--- src/rtl/sd_clk_pkg.sv ---
// sd_clk_pkg: shared constants and FSM encoding for the SD clock divider.
package sd_clk_pkg;

    typedef enum logic [1:0] {
        IDLE = 2'd0,
        HIGH = 2'd1,
        LOW  = 2'd2
    } sd_clk_state_e;

    localparam int unsigned SYS_CLK_HZ    = 50_000_000;
    localparam int unsigned ID_COUNT_DEF  = 125;   // 50 MHz / 125 = 400 kHz
    localparam int unsigned MIN_COUNT_DEF = 2;     // fastest legal sd_clk: 25 MHz

endpackage

--- src/rtl/sd_clk_divider_reg.sv ---
// sd_clk_divider_reg: generic enabled register with synchronous active-low reset.
module sd_clk_divider_reg #(
    parameter int unsigned      WIDTH   = 16,
    parameter logic [WIDTH-1:0] RST_VAL = {WIDTH{1'b0}}
) (
    input  logic             clk,
    input  logic             reset,
    input  logic             en,
    input  logic [WIDTH-1:0] d,
    output logic [WIDTH-1:0] q
);

    // Hold value unless enabled; reset to RST_VAL.
    always_ff @(posedge clk) begin
        if (!reset) begin
            q <= RST_VAL;
        end else if (en) begin
            q <= d;
        end else begin
            q <= q;
        end
    end

endmodule

--- src/rtl/sd_clk_divider.sv ---
// sd_clk_divider: glitch-free SD card clock generator from the system clock.
// Count changes and start/stop happen only at period boundaries (the last LOW
// cycle), so sd_clk never produces a runt pulse.
// Optional macro SD_CLK_HOLD_EN adds a 'hold' input that stretches the LOW
// phase for data-buffer flow control.
module sd_clk_divider
    import sd_clk_pkg::*;
#(
    parameter int unsigned WIDTH     = 16,
    parameter int unsigned ID_COUNT  = ID_COUNT_DEF,
    parameter int unsigned MIN_COUNT = MIN_COUNT_DEF
) (
    input  logic             clk,
    input  logic             reset,
    input  logic             en,
    input  logic             load,
    input  logic [WIDTH-1:0] count,
    input  logic             id_mode,
`ifdef SD_CLK_HOLD_EN
    input  logic             hold,
`endif
    output logic             sd_clk,
    output logic             rise_stb,
    output logic             fall_stb,
    output logic             running,
    output logic             pending,
    output logic [WIDTH-1:0] cur_count
);

    sd_clk_state_e    state_r, state_nxt_s;
    logic [WIDTH-1:0] phase_r, phase_nxt_s;
    logic [WIDTH-1:0] cur_count_r, cur_count_nxt_s;
    logic             pending_r, pending_nxt_s;
    logic             sd_clk_r, sd_clk_nxt_s;
    logic             rise_r, rise_nxt_s;
    logic             fall_r, fall_nxt_s;
    logic             running_r;
    logic [WIDTH-1:0] pend_count_s;
    logic [WIDTH-1:0] load_val_s;
    logic [WIDTH-1:0] high_len_s, low_len_s, eff_count_s;
    logic             last_high_s, last_low_s, boundary_s, hold_s;

`ifdef SD_CLK_HOLD_EN
    assign hold_s = hold;
`else
    assign hold_s = 1'b0;
`endif

    // Clamp incoming counts so a period is never shorter than MIN_COUNT.
    always_comb begin
        if (count < WIDTH'(MIN_COUNT)) begin
            load_val_s = WIDTH'(MIN_COUNT);
        end else begin
            load_val_s = count;
        end
    end

    sd_clk_divider_reg #(
        .WIDTH   (WIDTH),
        .RST_VAL ({WIDTH{1'b0}})
    ) u_pend_count (
        .clk   (clk),
        .reset (reset),
        .en    (load),
        .d     (load_val_s),
        .q     (pend_count_s)
    );

    // Phase lengths and the count a boundary would switch to.
    always_comb begin
        high_len_s  = cur_count_r >> 1;
        low_len_s   = cur_count_r - high_len_s;
        last_high_s = (phase_r == (high_len_s - WIDTH'(1)));
        last_low_s  = (phase_r == (low_len_s - WIDTH'(1)));
        if (id_mode) begin
            eff_count_s = WIDTH'(ID_COUNT);
        end else if (pending_r) begin
            eff_count_s = pend_count_s;
        end else begin
            eff_count_s = cur_count_r;
        end
    end

    // Next-state and next-output logic for the IDLE/HIGH/LOW sequencer.
    always_comb begin
        state_nxt_s     = state_r;
        phase_nxt_s     = phase_r;
        sd_clk_nxt_s    = sd_clk_r;
        rise_nxt_s      = 1'b0;
        fall_nxt_s      = 1'b0;
        boundary_s      = 1'b0;
        cur_count_nxt_s = cur_count_r;
        pending_nxt_s   = pending_r;
        case (state_r)
            IDLE: begin
                phase_nxt_s  = {WIDTH{1'b0}};
                sd_clk_nxt_s = 1'b0;
                if (en) begin
                    boundary_s   = 1'b1;
                    state_nxt_s  = HIGH;
                    sd_clk_nxt_s = 1'b1;
                    rise_nxt_s   = 1'b1;
                end else begin
                    state_nxt_s  = IDLE;
                end
            end
            HIGH: begin
                if (last_high_s) begin
                    state_nxt_s  = LOW;
                    phase_nxt_s  = {WIDTH{1'b0}};
                    sd_clk_nxt_s = 1'b0;
                    fall_nxt_s   = 1'b1;
                end else begin
                    phase_nxt_s  = phase_r + WIDTH'(1);
                end
            end
            LOW: begin
                if (last_low_s) begin
                    if (hold_s) begin
                        // Stretch LOW: stay on the last cycle until hold drops.
                        state_nxt_s  = LOW;
                    end else if (en) begin
                        boundary_s   = 1'b1;
                        state_nxt_s  = HIGH;
                        phase_nxt_s  = {WIDTH{1'b0}};
                        sd_clk_nxt_s = 1'b1;
                        rise_nxt_s   = 1'b1;
                    end else begin
                        state_nxt_s  = IDLE;
                        phase_nxt_s  = {WIDTH{1'b0}};
                        sd_clk_nxt_s = 1'b0;
                    end
                end else begin
                    phase_nxt_s  = phase_r + WIDTH'(1);
                end
            end
            default: begin
                state_nxt_s  = IDLE;
                phase_nxt_s  = {WIDTH{1'b0}};
                sd_clk_nxt_s = 1'b0;
            end
        endcase

        // Boundary adopts the selected count; id_mode leaves pending alone.
        if (boundary_s) begin
            cur_count_nxt_s = eff_count_s;
            if (!id_mode && pending_r) begin
                pending_nxt_s = 1'b0;
            end else begin
                pending_nxt_s = pending_r;
            end
        end else begin
            cur_count_nxt_s = cur_count_r;
        end

        // A load in the boundary cycle stays pending for the next boundary.
        if (load) begin
            pending_nxt_s = 1'b1;
        end else begin
            pending_nxt_s = pending_nxt_s;
        end
    end

    // FSM state register.
    always_ff @(posedge clk) begin
        if (!reset) begin
            state_r <= IDLE;
        end else begin
            state_r <= state_nxt_s;
        end
    end

    // Phase counter, count bookkeeping and registered outputs.
    always_ff @(posedge clk) begin
        if (!reset) begin
            phase_r     <= {WIDTH{1'b0}};
            cur_count_r <= WIDTH'(ID_COUNT);
            pending_r   <= 1'b0;
            sd_clk_r    <= 1'b0;
            rise_r      <= 1'b0;
            fall_r      <= 1'b0;
            running_r   <= 1'b0;
        end else begin
            phase_r     <= phase_nxt_s;
            cur_count_r <= cur_count_nxt_s;
            pending_r   <= pending_nxt_s;
            sd_clk_r    <= sd_clk_nxt_s;
            rise_r      <= rise_nxt_s;
            fall_r      <= fall_nxt_s;
            running_r   <= (state_nxt_s != IDLE);
        end
    end

    assign sd_clk    = sd_clk_r;
    assign rise_stb  = rise_r;
    assign fall_stb  = fall_r;
    assign running   = running_r;
    assign pending   = pending_r;
    assign cur_count = cur_count_r;

endmodule

--- config.mk ---
export PLATFORM = sky130hd
export DESIGN_NAME = sd_clk_divider
export DESIGN_NICKNAME = d
export VERILOG_FILES = /design/src/rtl/sd_clk_pkg.sv /design/src/rtl/sd_clk_divider_reg.sv /design/src/rtl/sd_clk_divider.sv
export SDC_FILE = /design/constraint.sdc
export NUM_CORES = 1
export LEC_CHECK = 0
export ABC_CLOCK_PERIOD_IN_PS = 6290
export BUFFER_PORTS_ARGS = -buffer_cell sky130_fd_sc_hd__buf_2
export CAP_MARGIN = 20
export CORE_AREA = 2 2 84 86
export CTS_CLUSTER_DIAMETER = 60
export DETAILED_ROUTE_END_ITERATION = 8
export DIE_AREA = 0 0 86 88
export PLACE_DENSITY_LB_ADDON = 0.08
export SYNTH_ARGS = -nofsm -noshare
export SYNTH_HDL_FRONTEND = slang
export SYNTH_SLANG_ARGS = --single-unit
--- constraint.sdc ---
create_clock -name clk -period 6.29 [get_ports clk]
set_input_delay 1.5725 -clock clk [delete_from_list [all_inputs] [get_ports clk]]
set_output_delay 1.5725 -clock clk [all_outputs]
set_load 0.005 [all_outputs]
* Yosys cells after proc, flatten, opt, wreduce, memory -nomap -nowiden
Cells that the tools add are included.
Storage, ports and cells: bits in writable memories 0, input bits 21, output and inout bits 21, ROM bits 0, word-level logic and storage cells 51, memories kept 0, bits in latches 0, flip-flop bits (word level) 55
Cells by class: muxes and demuxes 20, multipliers 0, divide/modulo/power cells 0, order comparisons 1, bitwise operators 0, shifts and indexed selects 0, eq/ne operators 6, reductions and logical operators 11, add/sub/neg operators 4
Operator list (count):
- 2-to-1 mux 16 bit | 5
- equality test 16 bit | 2
- one-hot mux 16 bit (2 select lines) | 1
- adder 16 x 1 -> 16 bit, second input constant | 1
- < comparator 16 x 2 -> 1 bit, second input constant | 1
- subtractor 15 x 1 -> 16 bit, second input constant | 1
- subtractor 16 x 1 -> 16 bit, second input constant | 1
- subtractor 16 x 15 -> 16 bit | 1
- 2-to-1 mux 1 bit | 9
- AND reduction 2 bit | 4
- nonzero test 2 bit | 4
- one-hot mux 2 bit (3 select lines) | 1
- 2-to-1 mux 2 bit | 2
- inequality test 2 bit, second input constant | 2
- one-hot mux 1 bit (3 select lines) | 1
- equality test 2 x 1 -> 1 bit, second input constant | 1
- equality test 2 bit, second input constant | 1
- logical NOT 2 bit | 1
- one-hot mux 1 bit (2 select lines) | 1
- logical AND 1 bit | 1
- logical NOT 1 bit | 1

* Logic depth before layout (Yosys ltp)
Gate-level depths: netlist of run 1.
word-level depth 7, depth in mapped cells 13, gate-level depth less buffers 12

* Hierarchy
Synthesis of run 1 repeated with hierarchy kept, for this count alone.
Second synthesis, totals: cell total of the unflattened synthesis 533, area total of the unflattened synthesis 4529.3 sq um
By module, submodules not included:
- sd_clk_divider | seq. area each 780.7 sq um, cells each 482, times used 1, area each 3913.8 sq um
- sd_clk_divider_reg | seq. area each 320.3 sq um, cells each 51, times used 1, area each 615.6 sq um

* Worst setup path after synthesis of run 1
No wires, ideal clock.
path type reg2reg, start point reg cur_count_r[9], in the netlist cur_count[9], end point reg cur_count_r[3], in the netlist cur_count[3], setup slack 3.014 ns, buffers on the path 1, cell stages (with the launch flop) 13, library setup time 0.128 ns, period minus slack after synthesis 3.276 ns, arrival 3.147 ns, data required time 6.162 ns, path through dfxtp_1 -> inv_1 -> ha_1 -> or4_4 -> a2111oi_0 -> o31a_1 -> nor4_1 -> xnor2_1 -> nor2_1 -> a41oi_4 -> nor4b_4 -> buf_6 -> a22oi_1
On the way: word-level cells in the longest chain between the ends 6
Ends and longest elaborated chain:
- from (decl) | line sd_clk_divider.sv:32 | logic [WIDTH-1:0] cur_count_r, cur_count_nxt_s;
- from (signal assigned) | line sd_clk_divider.sv:177 | cur_count_r <= WIDTH'(ID_COUNT);
- from (signal assigned) | line sd_clk_divider.sv:185 | cur_count_r <= cur_count_nxt_s;
- subtractor 16 x 15 -> 16 bit | line sd_clk_divider.sv:72 | low_len_s = cur_count_r - high_len_s;
- subtractor 16 x 1 -> 16 bit | line sd_clk_divider.sv:74 | last_low_s = (phase_r == (low_len_s - WIDTH'(1)));
- equality test 16 bit | line sd_clk_divider.sv:74
- 2-to-1 mux 1 bit | line sd_clk_divider.sv:118 | if (last_low_s) begin
- one-hot mux 1 bit (2 select lines) | line sd_clk_divider.sv:94 | case (state_r)
- AND reduction 2 bit (no line)
Every way passes these cells. A chain may end at the register's enable or synchronous reset.

* Worst setup path after layout of run 1
start point reg cur_count_r[1], in the netlist cur_count[1], end point reg cur_count_r[3], in the netlist cur_count[3]
The elaborated chain is that of the path after synthesis.

==> results of run 1 <==
## critical path, cell delays in order, from the launching register on
cell and delay (ns):
dfxtp_1 0.52, inv_1 0.11, ha_1 0.22, fa_1 0.45
xor2_1 0.19, a211oi_1 0.30, nand2_1 0.11, a311oi_1 0.23
o211ai_1 0.13, nor3_1 0.46, a41oi_4 0.27, nor4b_4 0.73
a22oi_1 0.20
## power breakdown
| group | leakage, nW | switching (mW) | total [mW] | internal, mW |
|---|---|---|---|---|
| sequential | 0.448 | 0.00752 | 0.366 | 0.358 |
| combinational | 1.45 | 0.0725 | 0.126 | 0.0537 |
| clock | 0.0446 | 0.124 | 0.202 | 0.0788 |
## metrics by stage
stage / cells / cell area (um2) / utilization (%) / power [mW] / worst slack, ns
finish: 606 / 4556 / 68.57 / 0.6945 / 2.203
global placement: 599 / 4469 / 67.27 / 0.4964 / 2.448
CTS: 606 / 4556 / 68.57 / 0.6979 / 2.250
detailed placement: 599 / 4469 / 67.27 / 0.4978 / 2.248
floorplan: 494 / 4243 / - / 0.4637 / 3.014
global route: 606 / 4556 / 68.57 / 0.7270 / 1.965
## kinds of logic (layout without fill, tap and decap cells)
| logic type | after synthesis | count (layout) | share of synthesized area (%) |
|---|---|---|---|
| DFF | 55 | 55 | 25.95 |
| AOI/OAI and AO/OA | 109 | 109 | 19.05 |
| muxes | 17 | 17 | 4.040 |
| buffers and inverters | 60 | 92 | 5.750 |
| xor gates and xnor gates | 59 | 59 | 12.53 |
| and+or+nand+nor | 146 | 146 | 18.34 |
| adders and majority gates | 48 | 48 | 14.33 |
## placed cells by master, fill, tap and decap left out, types with 5 or more instances in the layout
cell type / Yosys / routed
nor3_1: 10 / 10
xnor2_1: 37 / 37
o211ai_1: 5 / 5
buf_2: 5 / 41
and3_1: 5 / 5
a21oi_1: 18 / 18
inv_1: 44 / 44
a22o_1: 10 / 10
a22oi_1: 6 / 6
o21ai_0: 19 / 19
ha_1: 47 / 47
nor4_1: 10 / 10
nand2_1: 15 / 15
nor2_1: 49 / 49
nand3_1: 13 / 13
a211oi_1: 6 / 6
nor2b_1: 8 / 8
dfxtp_1: 55 / 55
a21boi_0: 8 / 8
nand2b_1: 10 / 10
xor2_1: 21 / 21
mux2i_1: 16 / 16
clkbuf_8: 0 / 5
## worst max-delay path by stage
stage	startpoint	end
4_1_cts	cur_count[1]	cur_count[3]
5_1_grt	cur_count[1]	cur_count[3]
6_report	cur_count[1]	cur_count[3]
2_1_floorplan	cur_count[9]	cur_count[3]
3_3_place_gp	cur_count[1]	cur_count[4]
3_5_place_dp	cur_count[1]	cur_count[3]
## layer usage
metal / GRT usage, % / wire [um]
met1: 36.73 / 4634
met2: 46.51 / 4842
met3: 3.393 / 545
met4: 11.83 / 366
met5: 0 / 0
## registers in the layout, summed over array words and instances (netlist names)
register,cells
cur_count,16
fall_stb,1
pending,1
phase_r,16
rise_stb,1
running,1
sd_clk,1
state_r,2
u_pend_count.q,16
## cells in the mapped netlist (2+ instances only)
cell	count	area, um2
a2111oi_0	3	26.28
a211oi_1	6	45.04
a21boi_0	8	60.06
a21oi_1	18	90.09
a22o_1	10	87.58
a22oi_1	6	45.04
a311oi_1	2	17.52
a31oi_1	3	18.77
and3_1	5	31.28
and4_1	3	26.28
buf_2	5	25.02
clkbuf_1	7	26.28
dfxtp_1	55	1101
ha_1	47	588.1
inv_1	44	165.2
mux2i_1	16	160.2
nand2_1	15	56.30
nand2b_1	10	62.56
nand3_1	13	65.06
nand4_1	4	25.02
nor2_1	49	183.9
nor2b_1	8	50.05
nor3_1	10	50.05
nor3b_1	2	15.01
nor4_1	10	62.56
o211ai_1	5	37.54
o21a_1	3	22.52
o21ai_0	19	95.09
o21ba_2	2	20.02
o221ai_1	2	17.52
o31a_1	3	26.28
o31ai_1	3	22.52
or2_2	2	12.51
or3_1	4	25.02
or4_1	3	22.52
xnor2_1	37	324.1
xor2_1	21	183.9
## layout make-up
class,count,share of cell area [%]
inverter,44,3.625
timing repair buffer,41,4.504
tap,80,2.197
multi-input combinational,379,63.61
sequential,55,24.17
clock buffer,5,1.511
clock inverter,2,0.3845
==> impl_metrics.tcl, run 1 <==
set metrics [dict create \
    slew_violations 0 \
    path_class "reg2reg" \
    leakage_nw 1.943 \
    nets 595 \
    skew_ns 0.009383 \
    drive_gt1_share_pct 11.79 \
    cts_tree "yes" \
    r2r_setup_slack_ns 2.20 \
    grt_max_degree 21 \
    grt_pass1_wl_um 16570 \
    io_buffers 41 \
    finalSetupViolCount 0 \
    hp-start "u_pend_count.q[4]" \
    firstDrtPassIters 5 \
    ys_seq_area_share_pct 25.95 \
    synthArstFlopShare_pct 0 \
    maxCapViolCount 0 \
    final_hold_viol_count 0 \
    whs_path_depth 2 \
    syn_inst 494 \
    root_buffer "clkbuf_8" \
    route.detailed.drc 0 \
    reg2reg_depth 12 \
    outcome "finished clean" \
    whs_ns 0.4818 \
    insertion_delay_ns 0.32 \
    grt_setup_unrepaired "no" \
    dpl.hpwl_um 8361 \
    die_y_um 88 \
    grt_pass1_vias 3417 \
    min_period_ns 4.087 \
    ant_nets 0 \
    rr_startpoint "cur_count[1]" \
    critPathMaxFanout 16 \
    postCtsHoldBufs 0 \
    regArea_um2 1101 \
    grt_usage_pct 27.98 \
    drtIter0Drc 320 \
    cts_resized 0 \
    post_cts_buffers 0 \
    multi_input_area_um2 2898 \
    cp-start-kind "register" \
    dieArea_um2 7568 \
    syn_to_final_growth_pct 7.372 \
    gp_congestion 0.9531 \
    ys_types 68 \
    post-route-period-util_pct 64.97 \
    synth_seq_cells 55 \
    cts.sinks 55 \
    numCtsBuffers 5 \
    clock.fmax_mhz 244.7 \
    grt_remaining_overflow 0 \
    netlist_area_um2 4243 \
    vias 3624 \
    r2r_end "cur_count[3]" \
    io_pins 42 \
    synth_nets 563 \
    irDropWorstVdd_mv 0.1263 \
    antenna_cells 0 \
    tightest_slew_ns 0.8029 \
    synth.avg_cell_area_um2 8.589 \
    holdPathEnd "cur_count[4]" \
    clk_transition_reported_paths_ns 0.10 \
    yosysWarningCount 0 \
    power.density_nw_per_um2 152.4 \
    antenna_found_initial 0 \
    yosys_most_used_dff "dfxtp_1" \
    die_x_um 86 \
    hp-class "reg2reg" \
    synth_edf_count 0 \
    wire_per_inst_um 17.14 \
    row_count 30 \
    fillers 580 \
    fp.coreArea_um2 6644 \
    vias_per_cell 5.980 \
    worstPathRequired_ns 6.45 \
    end_kind "register" \
    clock_path_buffers 2 \
    tns_ns 0 \
    routed_wl_um 10390 \
    critPathArrivalTime_ns 4.24 \
    start_util_pct 63.86 \
    htree_levels 2 \
    slew_headroom_pct 46.25 \
]
Note: power is estimated with default switching activity, not from simulation.
==> inputs of run 2 (changes only) <==
--- a/config.mk
+++ b/config.mk
@@ -5,13 +5,13 @@
 export SDC_FILE = /design/constraint.sdc
 export NUM_CORES = 1
 export LEC_CHECK = 0
-export ABC_CLOCK_PERIOD_IN_PS = 6290
+export ABC_CLOCK_PERIOD_IN_PS = 3300
 export BUFFER_PORTS_ARGS = -buffer_cell sky130_fd_sc_hd__buf_2
 export CAP_MARGIN = 20
-export CORE_AREA = 2 2 84 86
+export CORE_AREA = 2 2 92 94
 export CTS_CLUSTER_DIAMETER = 60
 export DETAILED_ROUTE_END_ITERATION = 8
-export DIE_AREA = 0 0 86 88
+export DIE_AREA = 0 0 94 96
 export PLACE_DENSITY_LB_ADDON = 0.08
 export SYNTH_ARGS = -nofsm -noshare
 export SYNTH_HDL_FRONTEND = slang
==> constraint.sdc (replaced) <==
create_clock -name clk -period 3.3 [get_ports clk]
set_input_delay 0.825 -clock clk [delete_from_list [all_inputs] [get_ports clk]]
set_output_delay 0.825 -clock clk [all_outputs]
set_load 0.005 [all_outputs]
==> run 2 against run 1 <==
Compared with the run above: first-iteration DRC count down 43%; global-route usage down 2.1 points; hold slack got worse by 0.0057 ns; cell count up 11%; sequential cell count unchanged; fmax increased by 27%; sequential power up 90%; critical path depth is 1 lower; clock skew grew 0.00059 ns.
==> impl_metrics.tcl, run 2 (same netlist as run 1, synthesis figures left out) <==
set metrics [dict create \
    cp_num_buf_inv 1 \
    min_period_ns 3.205 \
    leakage_nw 2.189 \
    grt_max_degree 21 \
    numCtsBuffers 5 \
    slew_violations 0 \
    clock.fmax_mhz 312.0 \
    drtIter0Drc 184 \
    insertion_delay_ns 0.31 \
    hp-class "reg2reg" \
    critPathTopFamily "simple AND/OR/NAND/NOR gates" \
    fp.coreArea_um2 8051 \
    irDropWorstVdd_mv 0.2056 \
    route.detailed.drc 0 \
    critPathArrivalTime_ns 3.45 \
    cp-start-kind "register" \
    slew_headroom_pct 51.00 \
    grt_pass1_vias 3630 \
    drive_gt1_share_pct 25.48 \
    cp_slowest_stage_delay_ns 0.56 \
    dieArea_um2 9024 \
    cp-startpoint "cur_count[8]" \
    power.density_nw_per_um2 269.5 \
    crit_path_end "sd_clk" \
    worstPathRequired_ns 3.54 \
    outcome "finished clean" \
    antenna_found_initial 0 \
    post_cts_buffers 0 \
    critPathMaxFanout 5 \
    cts.sinks 55 \
    grt_pass1_wl_um 18000 \
    fin_area_um2 5149 \
    final_cell_mix "54 x dfxtp_1, 45 x nor2_1, 41 x buf_2" \
    final_hold_viol_count 0 \
    routed_wl_um 11490 \
    slowest_stage "or4_4" \
    gp_congestion 0.9486 \
    end_kind "register" \
    tightest_slew_ns 0.7341 \
    fillers 743 \
    ant_nets 0 \
    firstDrtPassIters 5 \
    regArea_um2 1102 \
    dpl.hpwl_um 9246 \
    row_count 33 \
    reg2reg_depth 11 \
    syn_to_final_growth_pct 21.35 \
    setup_slack_ns 0.09463 \
    cts_tree "yes" \
    grt_remaining_overflow 0 \
    path_cells "inv_2, ha_4, or4_4, a2111oi_2, o31a_1, nor4_2, xnor2_1, nor4_1, a21boi_1, or4b_1, a21oi_2" \
    io_pins 42 \
    whs_path_depth 2 \
    maxCapViolCount 0 \
    mostFrequentLayoutCell "dfxtp_1" \
    r2r_setup_slack_ns 0.09 \
    finalSetupViolCount 0 \
    skew_ns 0.009969 \
    antenna_cells 0 \
    path_class "reg2reg" \
    wire_per_inst_um 17.05 \
    post-place-ws_ns 0.03186 \
    grt_usage_pct 25.83 \
    critical_path_depth 11 \
    nets 637 \
    clk_transition_reported_paths_ns 0.11 \
    post-route-period-util_pct 97.13 \
    die_y_um 96 \
    vias_per_cell 5.645 \
    io_buffers 41 \
    rr_startpoint "cur_count[8]" \
    multi_input_area_um2 3095 \
    r2r_end "sd_clk" \
    die_x_um 94 \
    root_buffer "clkbuf_8" \
    clock_path_buffers 2 \
    start_util_pct 52.70 \
    postCtsHoldBufs 0 \
    vias 3805 \
    htree_levels 2 \
    placed_cell_area_um2 4853 \
]
run 2: timing repair:
action                     CTS  global route
hold endpoints to repair     0             0
pin swaps                    2            11
resized for setup            3            43
setup endpoints to repair    1            36
run 2: power breakdown:
group / internal [mW] / switching [mW]
clock: 0.158 / 0.249
combinational: 0.131 / 0.155
sequential: 0.683 / 0.0121
total: 0.972 / 0.416
run 2: worst min path at each step:
| stage | startpoint | to |
|---|---|---|
| after floorplan | u_pend_count.q[1] | cur_count[1] |
| after global placement | sd_clk | sd_clk |
| after detailed placement | u_pend_count.q[0] | u_pend_count.q[0] |
| after CTS | u_pend_count.q[6] | cur_count[6] |
| after global routing | u_pend_count.q[5] | cur_count[5] |
| final | u_pend_count.q[6] | cur_count[6] |
run 2: tightest hold or removal path: stages, from the launching register on:
cell and delay [ns]:
dfxtp_1 0.33, inv_1 0.05, a22oi_1 0.06
run 2: cell type report:
cell class	count	share of cell area (%)
clock buffers	5	1.337
clock inverters	3	0.5346
inverters	44	3.208
multi-input cells	379	60.12
flip-flops and latches	55	21.41
well taps	105	2.552
repair buffers	83	10.84
run 2: through the flow:
stage,TNS [ns],std cells,hold WS [ns],util (%),power (mW)
3_5_place_dp,0,666,0.4652,60.28,0.9729
5_1_grt,-0.03969,674,0.5044,63.95,1.457
6_report,0,674,0.4761,63.95,1.388
2_1_floorplan,0,494,0.4440,-,0.8837
3_3_place_gp,-0.3948,666,0.4576,60.28,0.9702
4_1_cts,0,674,0.4812,61.79,1.382
run 2: routing by layer:
layer | vias to the layer above | share of wire, % | track usage, % | routed length, um
met1 | 1797 | 46 | 35.16 | 5274
met2 | 106 | 47 | 43.93 | 5447
met4 | 0 | 2.1 | 5.797 | 236
met5 | - | 0 | 0 | 0
li1 | 1884 | - | - | -
met3 | 18 | 4.6 | 3.211 | 534
==> inputs of run 3 (changes only) <==
--- a/config.mk
+++ b/config.mk
@@ -5,7 +5,7 @@
 export SDC_FILE = /design/constraint.sdc
 export NUM_CORES = 1
 export LEC_CHECK = 0
-export ABC_CLOCK_PERIOD_IN_PS = 3300
+export ABC_CLOCK_PERIOD_IN_PS = 2600
 export BUFFER_PORTS_ARGS = -buffer_cell sky130_fd_sc_hd__buf_2
 export CAP_MARGIN = 20
 export CORE_AREA = 2 2 92 94
@@ -13,6 +13,7 @@
 export DETAILED_ROUTE_END_ITERATION = 8
 export DIE_AREA = 0 0 94 96
 export PLACE_DENSITY_LB_ADDON = 0.08
+export RECOVER_POWER = 50
 export SYNTH_ARGS = -nofsm -noshare
 export SYNTH_HDL_FRONTEND = slang
 export SYNTH_SLANG_ARGS = --single-unit
==> constraint.sdc (replaced) <==
create_clock -name clk -period 2.6 [get_ports clk]
set_input_delay 0.65 -clock clk [delete_from_list [all_inputs] [get_ports clk]]
set_output_delay 0.65 -clock clk [all_outputs]
set_load 0.005 [all_outputs]
==> run 3 against run 2 <==
Compared with the run above: the run now ends with negative setup slack left; utilization up 13 points; fmax up 2.4%; combinational power up 66%; clock-buffer cell count up 1; register-to-register slack worse by 0.63 ns; via count up 14%; sequential share of layout area down 3.2 points; critical endpoint is now cur_count[8]; largest power group unchanged; highest routed layer unchanged.
==> impl_metrics.tcl, run 3 (same netlist as run 1, synthesis figures left out) <==
set metrics [dict create \
    root_buffer "clkbuf_8" \
    wire_per_inst_um 17.92 \
    grt_pass1_vias 4300 \
    die_y_um 96 \
    grt_max_degree 21 \
    cts_tree "yes" \
    path_class "reg2reg" \
    row_count 33 \
    start_util_pct 52.70 \
    cp_num_buf_inv 3 \
    grt-busiest-layer "met2" \
    slew_headroom_pct 25.41 \
    vias 4335 \
    skew_ns 0.01198 \
    reg2reg_depth 14 \
    finalSetupViolCount 39 \
    htree_levels 2 \
    dieArea_um2 9024 \
    leakage_nw 2.709 \
    slowest_stage "xor3_1" \
    use_met1_pct 37.92 \
    mostFrequentLayoutCell "buf_4" \
    route.detailed.drc 0 \
    grt_pass1_wl_um 21200 \
    cp-start-kind "register" \
    use_met3_pct 3.132 \
    grt_remaining_overflow 0 \
    post-route-period-util_pct 120.4 \
    routed_wl_um 13730 \
    fp.coreArea_um2 8051 \
    cts.sinks 55 \
    dpl.hpwl_um 10470 \
    critPathMaxFanout 8 \
    io_pins 42 \
    final_cell_mix "121 x buf_4, 44 x nor2_1, 42 x dfxtp_1" \
    setup_slack_ns -0.5305 \
    antenna_found_initial 0 \
    grt_setup_unrepaired "yes" \
    final_hold_viol_count 0 \
    critPathArrivalTime_ns 3.34 \
    power.density_nw_per_um2 300.5 \
    violations "negative setup slack" \
    firstDrtPassIters 5 \
    worstPathRequired_ns 2.81 \
    ant_nets 0 \
    whs_ns 0.4582 \
    drive_gt1_share_pct 43.42 \
    vias_per_cell 5.659 \
    grt_usage_pct 30.48 \
    insertion_delay_ns 0.32 \
    drtIter0Drc 270 \
    gp_congestion 0.9760 \
    use_met2_pct 54.76 \
    end_kind "register" \
    io_buffers 41 \
    nets 729 \
    irDropWorstVdd_mv 0.2756 \
    slew_violations 0 \
    critPathTopFamily "simple AND/OR/NAND/NOR gates" \
    maxCapViolCount 0 \
    tightest_slew_ns 1.119 \
    clk_transition_reported_paths_ns 0.11 \
    syn_to_final_growth_pct 46.06 \
    path_cells "inv_4, ha_4, fa_2, xor3_1, o31a_1, nor3b_2, a21boi_2, and4b_1, and3b_2, a41oi_4, nor4b_4, buf_4, clkbuf_16, a22o_1" \
    cp_slowest_stage_delay_ns 0.40 \
    antenna_cells 0 \
    die_x_um 94 \
    min_period_ns 3.131 \
    clock_path_buffers 2 \
    clock.fmax_mhz 319.4 \
    critical_path_depth 14 \
    total_power_mw 1.862 \
    numCtsBuffers 5 \
    outcome "complete, but fails checks" \
    hp-class "reg2reg" \
    whs_path_depth 2 \
]
[run 3: cell types whose count changed in the layout (fill, tap and decap cells not counted), moves of 6 or more]
cell and change:
dfxtp_2 +8, buf_6 +10, dfxtp_1 -12, inv_4 +6, buf_4 +82
[run 3: cell type report]
cell class	count	area, um2
clock inverters	2	16.27
well taps	105	131.4
multi-input cells	379	3382
inverters	44	180.2
flip-flops and latches	55	1127
repair buffers	175	1287
fillers	566	1854
clock buffers	6	72.57
[run 3: worst min-delay path, delay by kind of cell, from the launching register on]
family                 cells  cell delay (ns)
AO/OA/AOI/OAI              1             0.06
buffers and inverters      1             0.05
flip-flops                 1             0.33
[run 3: path summary, 6_finish.rpt]
check	start	slack [ns]	to
min	u_pend_count.q[6]	0.46	cur_count[6]
max reg2reg	cur_count[1]	-0.53	cur_count[8]
max	cur_count[1]	-0.53	cur_count[8]
min reg2reg	u_pend_count.q[6]	0.46	cur_count[6]
[run 3: where the power goes]
group          internal, mW  total, mW  switching, mW
Sequential            0.864      0.880         0.0167
Clock                 0.195      0.506          0.311
Combinational         0.237      0.476          0.239
[run 3: per-layer routing]
metal | wire [um] | up-vias
li1 | - | 2077
met5 | 0 | -
met3 | 722 | 35
met4 | 451 | 0
met1 | 5741 | 2081
met2 | 6809 | 142
[run 3: timing repair]
| action | CTS | global route |
|---|---|---|
| resized for setup | 54 | 37 |
| hold buffers | 0 | 0 |
| setup endpoints to repair | 39 | 39 |
| setup buffers | 9 | 7 |
| gates cloned | 1 | 0 |
| pin swaps | 11 | 21 |
[run 3: stage by stage]
stage / setup TNS, ns / setup WS (ns) / area (um2) / util (%) / cells
after floorplan: -9.047 / -0.4310 / 4464 / - / 494
after global placement: -16.18 / -0.4946 / 5635 / 69.99 / 745
after detailed placement: -18.71 / -0.5738 / 5635 / 69.99 / 745
after CTS: -15.50 / -0.4879 / 6047 / 75.10 / 761
after global routing: -21.34 / -0.6246 / 6197 / 76.97 / 766
final: -16.49 / -0.5305 / 6197 / 76.97 / 766
